[src/rtl/data_check_pkg.sv]
// Shared types and helpers for the data_check stream sink.
// The optional throttle (macro DATA_CHECK_THROTTLE_EN) uses the LFSR constants here.
package data_check_pkg;

   typedef enum logic [1:0] {
      IDLE = 2'd0,
      RUN  = 2'd1,
      GAP  = 2'd2,
      DONE = 2'd3
   } state_t;

   // 16-bit Galois LFSR, taps 16,14,13,11 (right-shift form)
   localparam logic [15:0] LFSR_SEED = 16'hACE1;
   localparam logic [15:0] LFSR_TAPS = 16'hB400;

   function automatic logic [15:0] lfsr_step(input logic [15:0] cur);
      return cur[0] ? ((cur >> 1) ^ LFSR_TAPS) : (cur >> 1);
   endfunction

   // Whole beats in a burst of 'size' bytes; residual bytes are dropped.
   function automatic logic [31:0] beats_from_size(input logic [31:0] size,
                                                    input int unsigned width);
      logic [31:0] beats;
      beats = size;
      for (int i = 0; i < 7; i++) begin
         if ((32'd8 << i) == width) beats = size >> i;
      end
      return beats;
   endfunction

endpackage

[src/rtl/data_check_cmp.sv]
// Per-beat comparator with saturating error counter and first-error capture.
// Kept separate so other stream sinks can reuse it.
module data_check_cmp
   import data_check_pkg::*;
#(
   parameter int WIDTH = 8
) (
   input  logic             ap_clk,
   input  logic             ap_rst_n,
   input  logic             clear,
   input  logic             accept,
   input  logic [WIDTH-1:0] tdata,
   input  logic             tlast,
   input  logic [WIDTH-1:0] exp_data,
   input  logic             exp_last,
   input  logic [31:0]      beat_idx,
   output logic             beat_err,
   output logic [31:0]      err_count,
   output logic [31:0]      err_first_idx,
   output logic [WIDTH-1:0] err_first_data
);

   // One error per beat, however many fields are wrong
   assign beat_err = accept && ((tdata != exp_data) || (tlast != exp_last));

   // Error counter saturates; first-error fields latch only while the count is zero
   always_ff @(posedge ap_clk or negedge ap_rst_n) begin
      if (!ap_rst_n) begin
         err_count      <= '0;
         err_first_idx  <= '0;
         err_first_data <= '0;
      end else if (clear) begin
         err_count      <= '0;
         err_first_idx  <= '0;
         err_first_data <= '0;
      end else if (beat_err) begin
         if (err_count != 32'hFFFF_FFFF) err_count <= err_count + 32'd1;
         if (err_count == 32'd0) begin
            err_first_idx  <= beat_idx;
            err_first_data <= tdata;
         end
      end
   end

endmodule

[src/rtl/data_check.sv]
// AXI-Stream sink and pattern checker: expects 'times' bursts of incrementing
// data starting at 0, tlast on the final beat of each burst.
// Optional macro DATA_CHECK_THROTTLE_EN: LFSR-driven tready backpressure in RUN.
//
// state | meaning
// IDLE  | waiting for ap_start, ap_idle high
// RUN   | accepting and checking beats of the current burst
// GAP   | one cycle between bursts, tready low, counters rewound
// DONE  | ap_done pulse, results valid
module data_check
   import data_check_pkg::*;
#(
   parameter int WIDTH = 8
) (
   input  logic             ap_clk,
   input  logic             ap_rst_n,
   input  logic [31:0]      size,
   input  logic [31:0]      times,
   input  logic             ap_start,
   output logic             ap_idle,
   output logic             ap_ready,
   output logic             ap_done,
   input  logic [WIDTH-1:0] s_axis_tdata,
   input  logic             s_axis_tvalid,
   input  logic             s_axis_tlast,
   output logic             s_axis_tready,
   output logic             pass,
   output logic [31:0]      err_count,
   output logic [31:0]      err_first_idx,
   output logic [WIDTH-1:0] err_first_data
);

   state_t           state_q, state_d;
   logic [31:0]      beats_q;
   logic [31:0]      beats_left_q;
   logic [31:0]      bursts_left_q;
   logic [31:0]      beat_idx_q;
   logic [WIDTH-1:0] expected_q;
   logic [31:0]      beats_in;
   logic             zero_run;
   logic             start_ok;
   logic             accept;
   logic             burst_last;
   logic             beat_err;
   logic             tready_q;
   logic             pass_q;
   logic             throttle_ok;

   assign beats_in   = beats_from_size(size, WIDTH);
   assign zero_run   = (beats_in == 32'd0) || (times == 32'd0);
   assign start_ok   = ap_rst_n && (state_q == IDLE) && ap_start;
   assign accept     = s_axis_tvalid && tready_q;
   assign burst_last = accept && (beats_left_q == 32'd1);

   assign ap_ready      = start_ok;
   assign s_axis_tready = tready_q;
   assign pass          = pass_q;

   // State register
   always_ff @(posedge ap_clk or negedge ap_rst_n) begin
      if (!ap_rst_n) state_q <= IDLE;
      else           state_q <= state_d;
   end

   // Next-state decode and control outputs
   always_comb begin
      state_d = state_q;
      ap_idle = 1'b0;
      ap_done = 1'b0;
      unique case (state_q)
         IDLE: begin
            ap_idle = 1'b1;
            if (start_ok) state_d = zero_run ? DONE : RUN;
         end
         RUN: begin
            if (burst_last) state_d = (bursts_left_q == 32'd1) ? DONE : GAP;
         end
         GAP: begin
            state_d = RUN;
         end
         DONE: begin
            ap_done = 1'b1;
            state_d = IDLE;
         end
         default: state_d = IDLE;
      endcase
   end

`ifdef DATA_CHECK_THROTTLE_EN
   logic [15:0] lfsr_q, lfsr_d;

   // LFSR reseeds at start and steps every RUN cycle
   always_comb begin
      lfsr_d = lfsr_q;
      if (start_ok)             lfsr_d = LFSR_SEED;
      else if (state_q == RUN)  lfsr_d = lfsr_step(lfsr_q);
   end

   // LFSR register
   always_ff @(posedge ap_clk or negedge ap_rst_n) begin
      if (!ap_rst_n) lfsr_q <= LFSR_SEED;
      else           lfsr_q <= lfsr_d;
   end

   // tready is registered, so judge the LFSR value it will coincide with
   assign throttle_ok = (lfsr_d[1:0] != 2'b00);
`else
   assign throttle_ok = 1'b1;
`endif

   // Registered tready follows the next-state decision so no extra beat slips in
   always_ff @(posedge ap_clk or negedge ap_rst_n) begin
      if (!ap_rst_n) tready_q <= 1'b0;
      else           tready_q <= (state_d == RUN) && throttle_ok;
   end

   // Burst/beat down-counters, global beat index and expected data
   always_ff @(posedge ap_clk or negedge ap_rst_n) begin
      if (!ap_rst_n) begin
         beats_q       <= '0;
         beats_left_q  <= '0;
         bursts_left_q <= '0;
         beat_idx_q    <= '0;
         expected_q    <= '0;
      end else if (start_ok) begin
         beats_q       <= beats_in;
         beats_left_q  <= beats_in;
         bursts_left_q <= times;
         beat_idx_q    <= '0;
         expected_q    <= '0;
      end else if ((state_q == RUN) && accept) begin
         beats_left_q  <= beats_left_q - 32'd1;
         beat_idx_q    <= beat_idx_q + 32'd1;
         expected_q    <= expected_q + 1'b1;
      end else if (state_q == GAP) begin
         beats_left_q  <= beats_q;
         bursts_left_q <= bursts_left_q - 32'd1;
         expected_q    <= '0;
      end
   end

   // pass clears at start; set on entry to DONE, counting the final beat too
   always_ff @(posedge ap_clk or negedge ap_rst_n) begin
      if (!ap_rst_n)
         pass_q <= 1'b0;
      else if (start_ok)
         pass_q <= zero_run;
      else if ((state_q == RUN) && (state_d == DONE))
         pass_q <= (err_count == 32'd0) && !beat_err;
   end

   data_check_cmp #(.WIDTH(WIDTH)) u_cmp (
      .ap_clk         (ap_clk),
      .ap_rst_n       (ap_rst_n),
      .clear          (start_ok),
      .accept         (accept),
      .tdata          (s_axis_tdata),
      .tlast          (s_axis_tlast),
      .exp_data       (expected_q),
      .exp_last       (beats_left_q == 32'd1),
      .beat_idx       (beat_idx_q),
      .beat_err       (beat_err),
      .err_count      (err_count),
      .err_first_idx  (err_first_idx),
      .err_first_data (err_first_data)
   );

endmodule

[config.mk]
export PLATFORM = sky130hd
export DESIGN_NAME = data_check
export DESIGN_NICKNAME = d
export VERILOG_FILES = /design/src/rtl/data_check_pkg.sv /design/src/rtl/data_check_cmp.sv /design/src/rtl/data_check.sv
export SDC_FILE = /design/constraint.sdc
export NUM_CORES = 1
export LEC_CHECK = 0
export ABC_AREA = 1
export BUFFER_PORTS_ARGS = -buffer_cell sky130_fd_sc_hd__clkbuf_2
export CORE_ASPECT_RATIO = 1.5
export CORE_MARGIN = 3
export CORE_UTILIZATION = 59
export CTS_CLUSTER_DIAMETER = 120
export DETAILED_ROUTE_END_ITERATION = 8
export HOLD_SLACK_MARGIN = 0.15
export PLACE_DENSITY = 0.78
export RECOVER_POWER = 25
export SYNTH_ARGS = -nofsm -noshare
export SYNTH_HDL_FRONTEND = slang
export SYNTH_SLANG_ARGS = --single-unit
[constraint.sdc]
create_clock -name ap_clk -period 2.4 [get_ports ap_clk]
set_clock_uncertainty 0.05 [all_clocks]
set_input_delay 0.24 -clock ap_clk [delete_from_list [all_inputs] [get_ports ap_clk]]
set_output_delay 0.24 -clock ap_clk [all_outputs]
set_load 0.01 [all_outputs]
# [Yosys cells after proc, flatten, opt, wreduce, memory -nomap -nowiden]
# Cells that the tools add are included.
[classes] n_bitwise=0 eq_ne=11 reduce_logical=25 n_shift=0 magnitude_cmp=0 div_mod_pow=0 mux=29 mul=0 n_addsub=5
[ops] cell="32-bit two-way mux" count=14
[ops] cell="32-bit logical NOT" count=3
[ops] cell="32-bit by 1-bit adder with 32-bit output (second input constant)" count=2
[ops] cell="32-bit by 1-bit equality test with 1-bit output (second input constant)" count=2
[ops] cell="32-bit by 1-bit subtractor with 32-bit output (second input constant)" count=2
[ops] cell="8-bit two-way mux" count=6
[ops] cell="32-bit inequality test (second input constant)" count=1
[ops] cell="2-bit nonzero test" count=6
[ops] cell="8-bit by 1-bit adder with 8-bit output (second input constant)" count=1
[ops] cell="1-bit logical AND" count=8
[ops] cell="8-bit inequality test" count=1
[ops] cell="2-bit case mux with 4 select lines" count=1
[ops] cell="2-bit equality test (second input constant)" count=3
[ops] cell="2-bit two-way mux" count=3
[ops] cell="2-bit AND reduction" count=3
[ops] cell="1-bit two-way mux" count=5
[ops] cell="2-bit by 1-bit equality test with 1-bit output (second input constant)" count=2
[ops] cell="3-bit nonzero test" count=1
[ops] cell="2-bit logical NOT" count=1
[ops] cell="1-bit logical OR" count=2
[ops] cell="2-bit inequality test (second input constant)" count=1
[ops] cell="1-bit logical NOT" count=1
[ops] cell="1-bit inequality test" count=1
[word_totals] output_inout_bits=77 latchBits=0 input_bits=77 register_bits=212 rom_bits=0 mem_bits_rw=0 mem_count=0 elab_cells=81

# [Longest topological paths before layout]
# Gate-level depths: netlist of run 1.
[depth] depth_word=9 mapped_depth=14 depth_no_buf=13

# [Modules after synthesis]
# A second synthesis of run 1 with hierarchy kept.
[unflattened] hier_cells=1974 area_unflattened_um2=13110.1
[by_module_without_submodules] mod="data_check" seq_area_each_um2=3503.4 area_per_inst_um2=8630.8 n_inst=1 cells_each=1291
[by_module_without_submodules] mod="data_check_cmp" seq_area_each_um2=1801.7 area_per_inst_um2=4479.3 n_inst=1 cells_each=683

# [Worst setup path after synthesis of run 1]
# No wires, ideal clock.
[synth_path] path_kind="register to output" startpoint="reg state_q[0]" endpoint="out ap_ready" arrival_time_ns=1.524 path_stages_with_launch=7 slack_ns=0.586 path_buffers=3 required_ns=2.110 path_cell_list="dfrtp_1 -> nor2_1 -> nand3_4 -> inv_1 -> buf_4 -> buf_4 -> buf_2"
[synth_via] elab_chain_len=3
[synth_rtl] element="start, declared" line_no="data_check.sv:33" text="state_t state_q, state_d;"
[synth_rtl] element="start signal, assigned" line_no="data_check.sv:62" text="else state_q <= state_d;"
[synth_rtl] element="2-bit logical NOT" line_no="data_check.sv:51" text="assign start_ok = ap_rst_n && (state_q == IDLE) && ap_start;"
[synth_rtl] element="1-bit logical AND (2 in a row)" line_no="data_check.sv:51"
[synth_rtl] element="end, declared" line_no="data_check.sv:21" text="output logic ap_ready,"
# No other way between the ends.

# [Final worst setup path of run 1]
[layout_path] startpoint="reg state_q[1]" endpoint="out ap_ready"
# The elaborated chain is that of the path after synthesis.

==> results.py, run 1 <==
metrics = {
    "sta": {
        "setup_violations": 0,
        "period_share_pct": 91.3,
        "fin_crit_ps": 2190,
        "worst_pin_slew_ps": 1440,
        "fin_tns_setup_ps": 0,
        "worst_hold_slack_ps": 246,
        "timing.slew.headroom_pct": 4.07,
        "fin_ws_ps": 209,
        "hold_viol": 0,
        "max_freq_mhz": 456,
        "rsz0062_at_grt": "false",
        "slew_violations": 0,
    },
    "logic_synthesis": {
        "yosys_register_bits": 212,
        "synth_edf_count": 0,
        "ys_types": 51,
        "synth_fp_nets": 1729,
        "syn_area_um2": 12300,
        "syn-instance-count": 1644,
        "avgSynthCellArea_um2": 7.46,
        "async_flop_share_pct": 100,
        "yosys_warnings": 0,
        "ys_seq_area_share_pct": 43.3,
        "ys.flop_type": "dfrtp_1",
    },
    "floorplanning": {
        "io-pin-count": 154,
        "fp.dieW_um": 124,
        "core-area_um2": 20400,
        "row_count": 64,
        "die_h_um": 183,
        "dieArea_um2": 22600,
        "initial_core_util_pct": 60.1,
    },
    "cts": {
        "cts_tree": "yes",
        "cts_root_buffer": "clkbuf_16",
        "cts.reportedPaths.clkPinSlew_ps": 70,
        "htreeDepth": 1,
        "numCtsBuffers": 21,
        "cts.sinks": 212,
        "post_cts_buffers": 0,
        "insertion_delay_ps": 510,
        "cts_buffer_depth": 3,
    },
    "grt": {
        "antenna_found_initial": 1,
        "grt_usage_pct": 31.7,
        "grt_max_degree": 150,
        "grt_overflow": 0,
        "grt_pass1_vias": 11900,
        "grt_pass1_wl_mm": 58.1,
    },
    "cells_and_area": {
        "finalCoreUtilization_pct": 72.0,
        "drive_gt1_share_pct": 15.5,
        "layout_common_cells": "515 x nand2_1, 212 x dfrtp_1, 190 x nor2_1",
        "area_delta_synth_final_pct": 19.9,
        "layout.nets": 1952,
        "final_common_cell": "nand2_1",
    },
    "worst_setup_path": {
        "endpoint_kind": "output port",
        "crit_path_start_kind": "flip-flop",
        "crit_arrival_ps": 1900,
        "criticalPathCategory": "flip-flop to output port",
        "crit_fanout": 38,
        "cp.required_ps": 2110,
    },
    "routing": {
        "ant_nets": 0,
        "routed_wl_mm": 35.4,
        "drc": 0,
        "vias": 12000,
        "dr.first_iter.drc_count": 910,
        "avgRoutedWirePerCell_um": 16.5,
        "viasPerCell": 5.60,
        "drt_first_pass_iters": 6,
    },
    "pwr": {
        "leakagePower_nw": 7.01,
        "pwr-share-seq_pct": 45.5,
        "power_density_nw_per_um2": 672,
        "power.share.clock_pct": 32.8,
        "peakVddDrop_uv": 609,
        "p_comb_share_pct": 21.7,
        "swShare_pct": 31.8,
        "intPower_w": 0.00674,
        "p_sw_w": 0.00314,
    },
    "status": {
        "status": "completed",
    },
    "placement": {
        "port_buffers": 153,
        "hpwl_mm": 24.1,
        "gp_congestion": 0.971,
        "place_ws_ps": 232,
    },
    "flow_run": {
        "maxCapViolations": 0,
    },
    "hold_path": {
        "hold_path.class": "input port to flip-flop",
    },
}
-- final cells by class --
| type | count | area [um2] |
|---|---|---|
| flip-flops and latches | 212 | 5310 |
| well taps | 264 | 330 |
| inverters | 124 | 465 |
| repair buffers | 259 | 1800 |
| fillers | 1670 | 5720 |
| clock inverters | 6 | 33.8 |
| diodes | 1 | 2.50 |
| clock buffers | 31 | 633 |
| multi-input cells | 1249 | 6130 |
-- logic make-up after synthesis --
family / count (synthesis) / synth area share (%)
and+or+nand+nor: 975 / 34.5
DFF: 212 / 43.3
AOI/OAI and AO/OA: 201 / 10.1
buffers and inverters: 183 / 6.73
xor gates and xnor gates: 64 / 4.57
adders and majority gates: 8 / 0.816
muxes: 1 / 0.0816
-- through the flow --
stage	cells	cell area [um2]	power (W)
final	2146	14700	0.00988
after global routing	2146	14700	0.0104
after CTS	2145	14700	0.00994
after detailed placement	2035	13300	0.00660
after global placement	2035	13300	0.00653
after floorplan	1644	12300	0.00581
-- synth_stat cells (all sizes together) (8+ instances only) --
master	instances	area (um2)
dfrtp	212	5310
nand2	524	2000
a22oi	12	90.1
nor4	19	119
clkbuf	19	71.3
xnor2	14	123
or2	11	68.8
nor3	47	268
xor2	50	438
o21ai	97	568
buf	40	289
inv	122	458
ha	8	100
nand3	130	668
nor2	208	863
nand4	33	213
o211ai	15	113
a21oi	52	260
-- worst paths after layout --
path | end | from | cells past startpoint | slack [ps]
setup reg to reg | u_cmp.err_count[7] | beats_left_q[1] | 13 | 210
setup / recovery | ap_ready | state_q[1] | 5 | 210
hold reg to reg | u_cmp.err_first_idx[20] | u_cmp.err_first_idx[20] | 2 | 420
hold / removal | u_cmp.err_count[22] | ap_start | 5 | 250
min in group asynchronous | state_q[0] | ap_rst_n | 3 | 840
max in group asynchronous | beats_q[29] | ap_rst_n | 3 | 430
-- power groups by stage --
stage	logic [W]	clock network, W	registers, W
6_report	0.00215	0.00324	0.00449
3_3_place_gp	0.00198	0	0.00454
2_1_floorplan	0.00120	0	0.00460
3_5_place_dp	0.00205	0	0.00455
4_1_cts	0.00217	0.00328	0.00449
5_1_grt	0.00243	0.00344	0.00456
-- layer usage --
layer | wire length, um | up-vias | global-route usage [%] | share of wire, %
met3 | 2050 | 116 | 5.18 | 5.8
li1 | - | 5827 | - | -
met2 | 17900 | 422 | 55.1 | 50
met1 | 13800 | 5644 | 38.1 | 39
met4 | 1650 | 0 | 14.1 | 4.7
met5 | 0 | - | 0 | 0
-- critical path, stage by stage (launching register included) --
cell      delay (ps)
dfrtp_1          420
nor2_1           210
nand3_4          150
inv_2            140
buf_6            270
clkbuf_2         190
-- registers in the layout, indices dropped and copies added, names as in the netlist --
name,count
beat_idx_q,32
beats_left_q,32
beats_q,32
bursts_left_q,32
u_cmp.err_count,32
u_cmp.err_first_idx,32
expected_q,8
u_cmp.err_first_data,8
state_q,2
pass,1
s_axis_tready,1
-- what timing repair did --
| action | CTS | global route |
|---|---|---|
| hold endpoints to repair | 298 | 0 |
| resized for setup | 0 | 1 |
| hold buffers | 73 | 0 |
| setup endpoints to repair | 0 | 1 |
Power figures use the tool's default switching activity.
==> run 2: changes to the inputs <==
Settings changed: ABC_AREA 1 to 0, CELL_PAD_IN_SITES_DETAIL_PLACEMENT from default to 0, CELL_PAD_IN_SITES_GLOBAL_PLACEMENT from default to 1, CORE_UTILIZATION 59 to 44, PLACE_DENSITY 0.78 to 0.77.
==> run 2 against run 1 <==
Net effect:
- the run now ends with max-capacitance violations, max-slew violations, negative setup slack left
- core utilization shrank 11 points
- flip-flop and latch count is the same
- global-route usage shrank 7.5 points
- worst setup slack lost 540 ps
- maximum frequency shrank 20%
- cell area shrank 0.52%
- worst hold slack lost 22 ps
- register-to-register slack lost 540 ps
- first-iteration DRC count shrank 32%
- critical endpoint is now u_cmp.err_count[10]
==> results.py, run 2 <==
metrics = {
    "worst_setup_path": {
        "slowest_stage": "or4_4",
        "endpoint_kind": "flip-flop",
        "crit_fanout": 7,
        "crit_path_start_kind": "flip-flop",
        "max_stage_delay_ps": 530,
        "path_delay_family": "simple AND/OR/NAND/NOR gates",
        "critPathBufInv": 1,
        "cp.required_ps": 2780,
        "criticalPathCategory": "flip-flop to flip-flop",
        "crit_arrival_ps": 3110,
        "crit_chain": "or4_4 > and4b_2 > nand4bb_4 > xor2_4 > a21o_4 > buf_12 > or4_1 > a21oi_1",
    },
    "sta": {
        "fin_tns_setup_ps": -17230,
        "worst_pin_slew_ps": 1510,
        "timing.slew.headroom_pct": -0.428,
        "fin_ws_ps": -328,
        "hold_viol": 0,
        "fin_crit_ps": 2730,
        "setup_violations": 73,
        "max_freq_mhz": 367,
        "rsz0062_at_grt": "true",
        "slew_violations": 58,
        "period_share_pct": 114,
    },
    "cts": {
        "cts.sinks": 212,
        "htreeDepth": 1,
        "cts_tree": "yes",
        "cts.reportedPaths.clkPinSlew_ps": 60,
        "numCtsBuffers": 23,
        "cts_root_buffer": "clkbuf_16",
        "insertion_delay_ps": 510,
        "cts_buffer_depth": 3,
    },
    "grt": {
        "grt_pass1_wl_mm": 53.0,
        "grt_pass1_vias": 10500,
        "grt_usage_pct": 24.2,
        "grt_overflow": 0,
        "grt_max_degree": 155,
        "antenna_found_initial": 0,
    },
    "logic_synthesis": {
        "synth_edf_count": 0,
        "synth_top_family_by_area": "simple AND/OR/NAND/NOR gates",
        "synthXorXnorAreaFrac_pct": 3.64,
        "ys_types": 62,
        "synthAdderAreaFrac_pct": 0.924,
        "ys_seq_area_share_pct": 48.9,
        "synthSimpleGateAreaFrac_pct": 26.1,
        "synth_top_area_cell": "dfrtp_1",
        "synth_top_cells_by_area": "dfrtp_1 49%, nand2_1 6.6%, nor2_1 5.5%",
        "synth_common_cells": "212 x dfrtp_1, 192 x nand2_1, 158 x nor2_1",
        "synth_compound_area_share_pct": 13.8,
        "avgSynthCellArea_um2": 8.98,
        "syn-instance-count": 1207,
        "yosys_warnings": 0,
        "syn_area_um2": 10800,
        "ys.flop_type": "dfrtp_1",
        "yosys_register_bits": 212,
        "synth_top_area_share_pct": 48.9,
        "async_flop_share_pct": 100,
        "synthMuxAreaShare_pct": 3.80,
        "synth_most_common_cell": "dfrtp_1",
        "synth_fp_nets": 1292,
    },
    "cells_and_area": {
        "drive_gt1_share_pct": 22.9,
        "final_common_cell": "dfrtp_1",
        "layout_common_cells": "212 x dfrtp_1, 192 x nand2_1, 155 x nor2_1",
        "antennaDiodeCount": 0,
        "fill_cells": 2187,
        "layout.nets": 1604,
        "area_delta_synth_final_pct": 34.9,
        "finalCoreUtilization_pct": 60.9,
    },
    "pwr": {
        "peakVddDrop_uv": 570,
        "total_power_w": 0.00982,
        "leakagePower_nw": 6.66,
        "power_density_nw_per_um2": 672,
    },
    "routing": {
        "drt_first_pass_iters": 5,
        "drc": 0,
        "viasPerCell": 5.60,
        "vias": 10400,
        "avgRoutedWirePerCell_um": 17.9,
        "dr.first_iter.drc_count": 619,
        "ant_nets": 0,
        "routed_wl_mm": 33.1,
    },
    "floorplanning": {
        "initial_core_util_pct": 45.2,
        "core-area_um2": 24000,
        "fp.dieW_um": 134,
        "io-pin-count": 154,
        "dieArea_um2": 26600,
        "die_h_um": 198,
        "row_count": 69,
    },
    "placement": {
        "gp_congestion": 0.825,
        "port_buffers": 153,
        "hpwl_mm": 21.3,
    },
    "hold_path": {
        "hold_path.class": "input port to flip-flop",
    },
    "flow_run": {
        "maxCapViolations": 1,
    },
    "status": {
        "status": "finished with violations",
        "violations": "max-capacitance violations, max-slew violations, negative setup slack",
    },
}
run 2: worst paths after layout:
kind	from	endpoint	slack, ps	depth (start not counted)
max	beats_left_q[27]	u_cmp.err_count[10]	-330	8
min	ap_start	beat_idx_q[6]	220	4
max reg2reg	beats_left_q[27]	u_cmp.err_count[10]	-330	8
min reg2reg	beats_q[22]	beats_q[22]	430	2
max in group asynchronous	ap_rst_n	beats_q[4]	430	3
min in group asynchronous	ap_rst_n	u_cmp.err_count[7]	900	3
run 2: per-layer routing:
| metal | track usage [%] | wire length, um | share of wire (%) | up-vias |
|---|---|---|---|---|
| met5 | 0 | 0 | 0 | - |
| met4 | 8.45 | 1160 | 3.5 | 0 |
| met3 | 2.34 | 1230 | 3.7 | 72 |
| met2 | 43.3 | 17000 | 51 | 273 |
| met1 | 30.5 | 13700 | 41 | 5038 |
| li1 | - | - | - | 5000 |
run 2: cells by family (layout without fill, tap and decap cells):
kind of cell               Yosys count  count (layout)
buffers and inverters               75             403
DFF                                212             212
muxes                               41              41
adders and majority gates            8               8
and+or+nand+nor                    594             594
AOI/OAI and AO/OA                  232             232
xor gates and xnor gates            45              45
run 2: worst register-to-register path: stages (launching register included):
cell	delay, ps
dfrtp_1	380
or4_4	530
and4b_2	340
nand4bb_4	170
xor2_4	200
a21o_4	260
buf_12	150
or4_1	460
a21oi_1	130
run 2: repair_timing:
action / CTS / global route
gates resized for setup: 10 / 21
setup endpoints to repair: 75 / 84
hold endpoints to repair: 313 / 0
pin swaps: 2 / 13
cloned: 1 / 9
hold buffers: 73 / 0
buffers inserted: 4 / 1
run 2: per-stage QoR:
step	instances	area, um2	setup WS, ps	hold slack (ps)
floorplan	1207	10900	-195	-106
global placement	1725	12700	-331	404
detailed placement	1725	12700	-353	410
CTS	1844	14300	-347	200
global route	1854	14600	-401	253
finish	1854	14600	-328	225
run 2: layout make-up:
type	count	area, um2	area share, %
sequential	212	5310	36.3
clock inverter	9	170	1.16
tap	319	399	2.73
inverter	12	52.6	0.359
multi-input combinational	920	5380	36.8
clock buffer	32	679	4.65
timing repair buffer	350	2640	18.0
run 2: power breakdown:
part | switching (W) | internal [W] | total (W)
Sequential | 0.000259 | 0.00386 | 0.00412
Clock | 0.00146 | 0.00250 | 0.00396
Combinational | 0.000878 | 0.000862 | 0.00174
==> run 3: changes to the inputs <==
Settings changed: CAP_MARGIN from default to 20, CTS_CLUSTER_DIAMETER 120 to default, TNS_END_PERCENT from default to 10.
==> run 3 against run 2 <==
Net effect:
- the run ends with negative setup slack left
- wire length down 1.6%
- worst hold slack improved by 66 ps
- register-to-register slack barely moved
- total power fell by 4.5%
- via count shrank 0.18%
- die area unchanged
- combinational power down 3%
- largest cell class unchanged
- largest power group unchanged
==> results.py, run 3 (synthesized netlist as in run 2, its figures left out) <==
metrics = {
    "pwr": {
        "power.share.clock_pct": 38.1,
        "p_comb_share_pct": 18.0,
        "p_sw_w": 0.00258,
        "swShare_pct": 27.5,
        "pwr-share-seq_pct": 43.9,
        "leakagePower_nw": 6.65,
        "intPower_w": 0.00680,
        "peakVddDrop_uv": 544,
        "power_density_nw_per_um2": 643,
    },
    "grt": {
        "busiest_layer": "met2",
        "antenna_found_initial": 0,
        "grt_util_met2_pct": 44.0,
        "grt_util_met1_pct": 31.6,
        "gr-usage-met3_pct": 2.49,
        "grt_usage_pct": 24.6,
        "grt_pass1_wl_mm": 53.9,
        "grt_overflow": 0,
        "grt_pass1_vias": 10500,
        "grt_max_degree": 141,
    },
    "placement": {
        "place_ws_ps": -344,
        "port_buffers": 153,
        "hpwl_mm": 21.4,
        "gp_congestion": 0.847,
        "placed_area_um2": 12800,
    },
    "floorplanning": {
        "fp.dieW_um": 134,
        "die_h_um": 198,
        "row_count": 69,
        "initial_core_util_pct": 45.2,
        "io-pin-count": 154,
        "dieArea_um2": 26600,
        "core-area_um2": 24000,
    },
    "cts": {
        "cts.sinks": 212,
        "insertion_delay_ps": 520,
        "cts_root_buffer": "clkbuf_16",
        "numCtsBuffers": 23,
        "cts_buffer_depth": 3,
        "htreeDepth": 1,
        "cts_tree": "yes",
        "cts.reportedPaths.clkPinSlew_ps": 70,
    },
    "status": {
        "violations": "negative setup slack",
        "status": "finished with violations",
    },
    "cells_and_area": {
        "seqCellArea_um2": 5310,
        "final_cell_area_um2": 14600,
        "layout_common_cells": "212 x dfrtp_1, 192 x nand2_1, 157 x nor2_1",
        "drive_gt1_share_pct": 23.5,
        "area_delta_synth_final_pct": 34.5,
        "layout.nets": 1610,
        "antennaDiodeCount": 0,
        "final_common_cell": "dfrtp_1",
        "fill_cells": 2188,
        "multiInputGateArea_um2": 5410,
    },
    "sta": {
        "hold_viol": 0,
        "fin_ws_ps": -337,
        "timing.slew.headroom_pct": 13.4,
        "max_freq_mhz": 365,
        "worst_pin_slew_ps": 1300,
        "fin_tns_setup_ps": -17430,
        "setup_violations": 73,
        "fin_crit_ps": 2740,
        "rsz0062_at_grt": "true",
        "period_share_pct": 114,
        "slew_violations": 0,
    },
    "worst_setup_path": {
        "cp.required_ps": 2750,
        "crit_arrival_ps": 3090,
        "crit_path_start_kind": "flip-flop",
        "endpoint_kind": "flip-flop",
        "criticalPathCategory": "flip-flop to flip-flop",
        "crit_fanout": 5,
    },
    "hold_path": {
        "hold_path.class": "input port to flip-flop",
    },
    "routing": {
        "viasPerCell": 5.58,
        "avgRoutedWirePerCell_um": 17.5,
        "drt_first_pass_iters": 5,
        "drc": 0,
        "dr.first_iter.drc_count": 506,
        "ant_nets": 0,
        "routed_wl_mm": 32.6,
        "vias": 10400,
    },
    "flow_run": {
        "maxCapViolations": 0,
    },
}
[run 3: cell type report]
class                      count  area share, %
clock inverter                11          0.918
tap                          319           2.74
multi-input combinational    920           37.1
sequential                   212           36.4
timing repair buffer         356           18.3
clock buffer                  28           4.15
inverter                      12          0.395
[run 3: worst paths after layout]
kind	startpoint	to	slack [ps]	cells after the start
worst max-delay path	beats_left_q[27]	u_cmp.err_first_idx[13]	-340	10
worst min-delay path	ap_start	beats_q[14]	290	5
worst max register to register	beats_left_q[27]	u_cmp.err_first_idx[13]	-340	10
worst min register to register	beats_q[18]	beats_q[18]	420	2
max in group asynchronous	ap_rst_n	u_cmp.err_first_idx[16]	560	3
min in group asynchronous	ap_rst_n	bursts_left_q[28]	730	3
[run 3: per-stage QoR]
step                      instances  hold WS (ps)  total power (W)  util, %
after floorplan                1207          -106          0.00491        -
final                          1858           290          0.00938     60.7
after global placement         1736          17.3          0.00562     53.3
after global routing           1858           328          0.00983     60.7
after CTS                      1857           186          0.00945     60.2
after detailed placement       1736          15.6          0.00565     53.3
[run 3: power by group through the flow]
stage	clock network [W]	logic [W]	registers, W
4_1_cts	0.00364	0.00169	0.00412
6_report	0.00357	0.00169	0.00412
5_1_grt	0.00378	0.00188	0.00417
3_3_place_gp	0	0.00145	0.00417
2_1_floorplan	0	0.000696	0.00422
3_5_place_dp	0	0.00147	0.00418
[run 3: metal layers]
metal,up-vias,share of wire (%)
met2,232,51
met1,5093,43
met3,50,3.8
li1,4989,-
met4,0,2.6
met5,-,0
[run 3: timing repair]
action | in CTS | in global routing
setup buffers | 5 | 1
resized for setup | 14 | 30
pin swaps | 9 | 15
setup endpoints to repair | 75 | 79
cloned | 3 | 0
hold endpoints to repair | 314 | 0
hold buffers | 74 | 0
[run 3: worst max-delay path, cell delays in order (launching register included)]
cell       delay [ps]
dfrtp_1           380
or4_4             530
and4b_2           330
nand4bb_4         170
xor2_4            200
a211oi_4          240
buf_6             190
buf_12            110
buf_12            120
mux2i_2           230
nor2_1             60
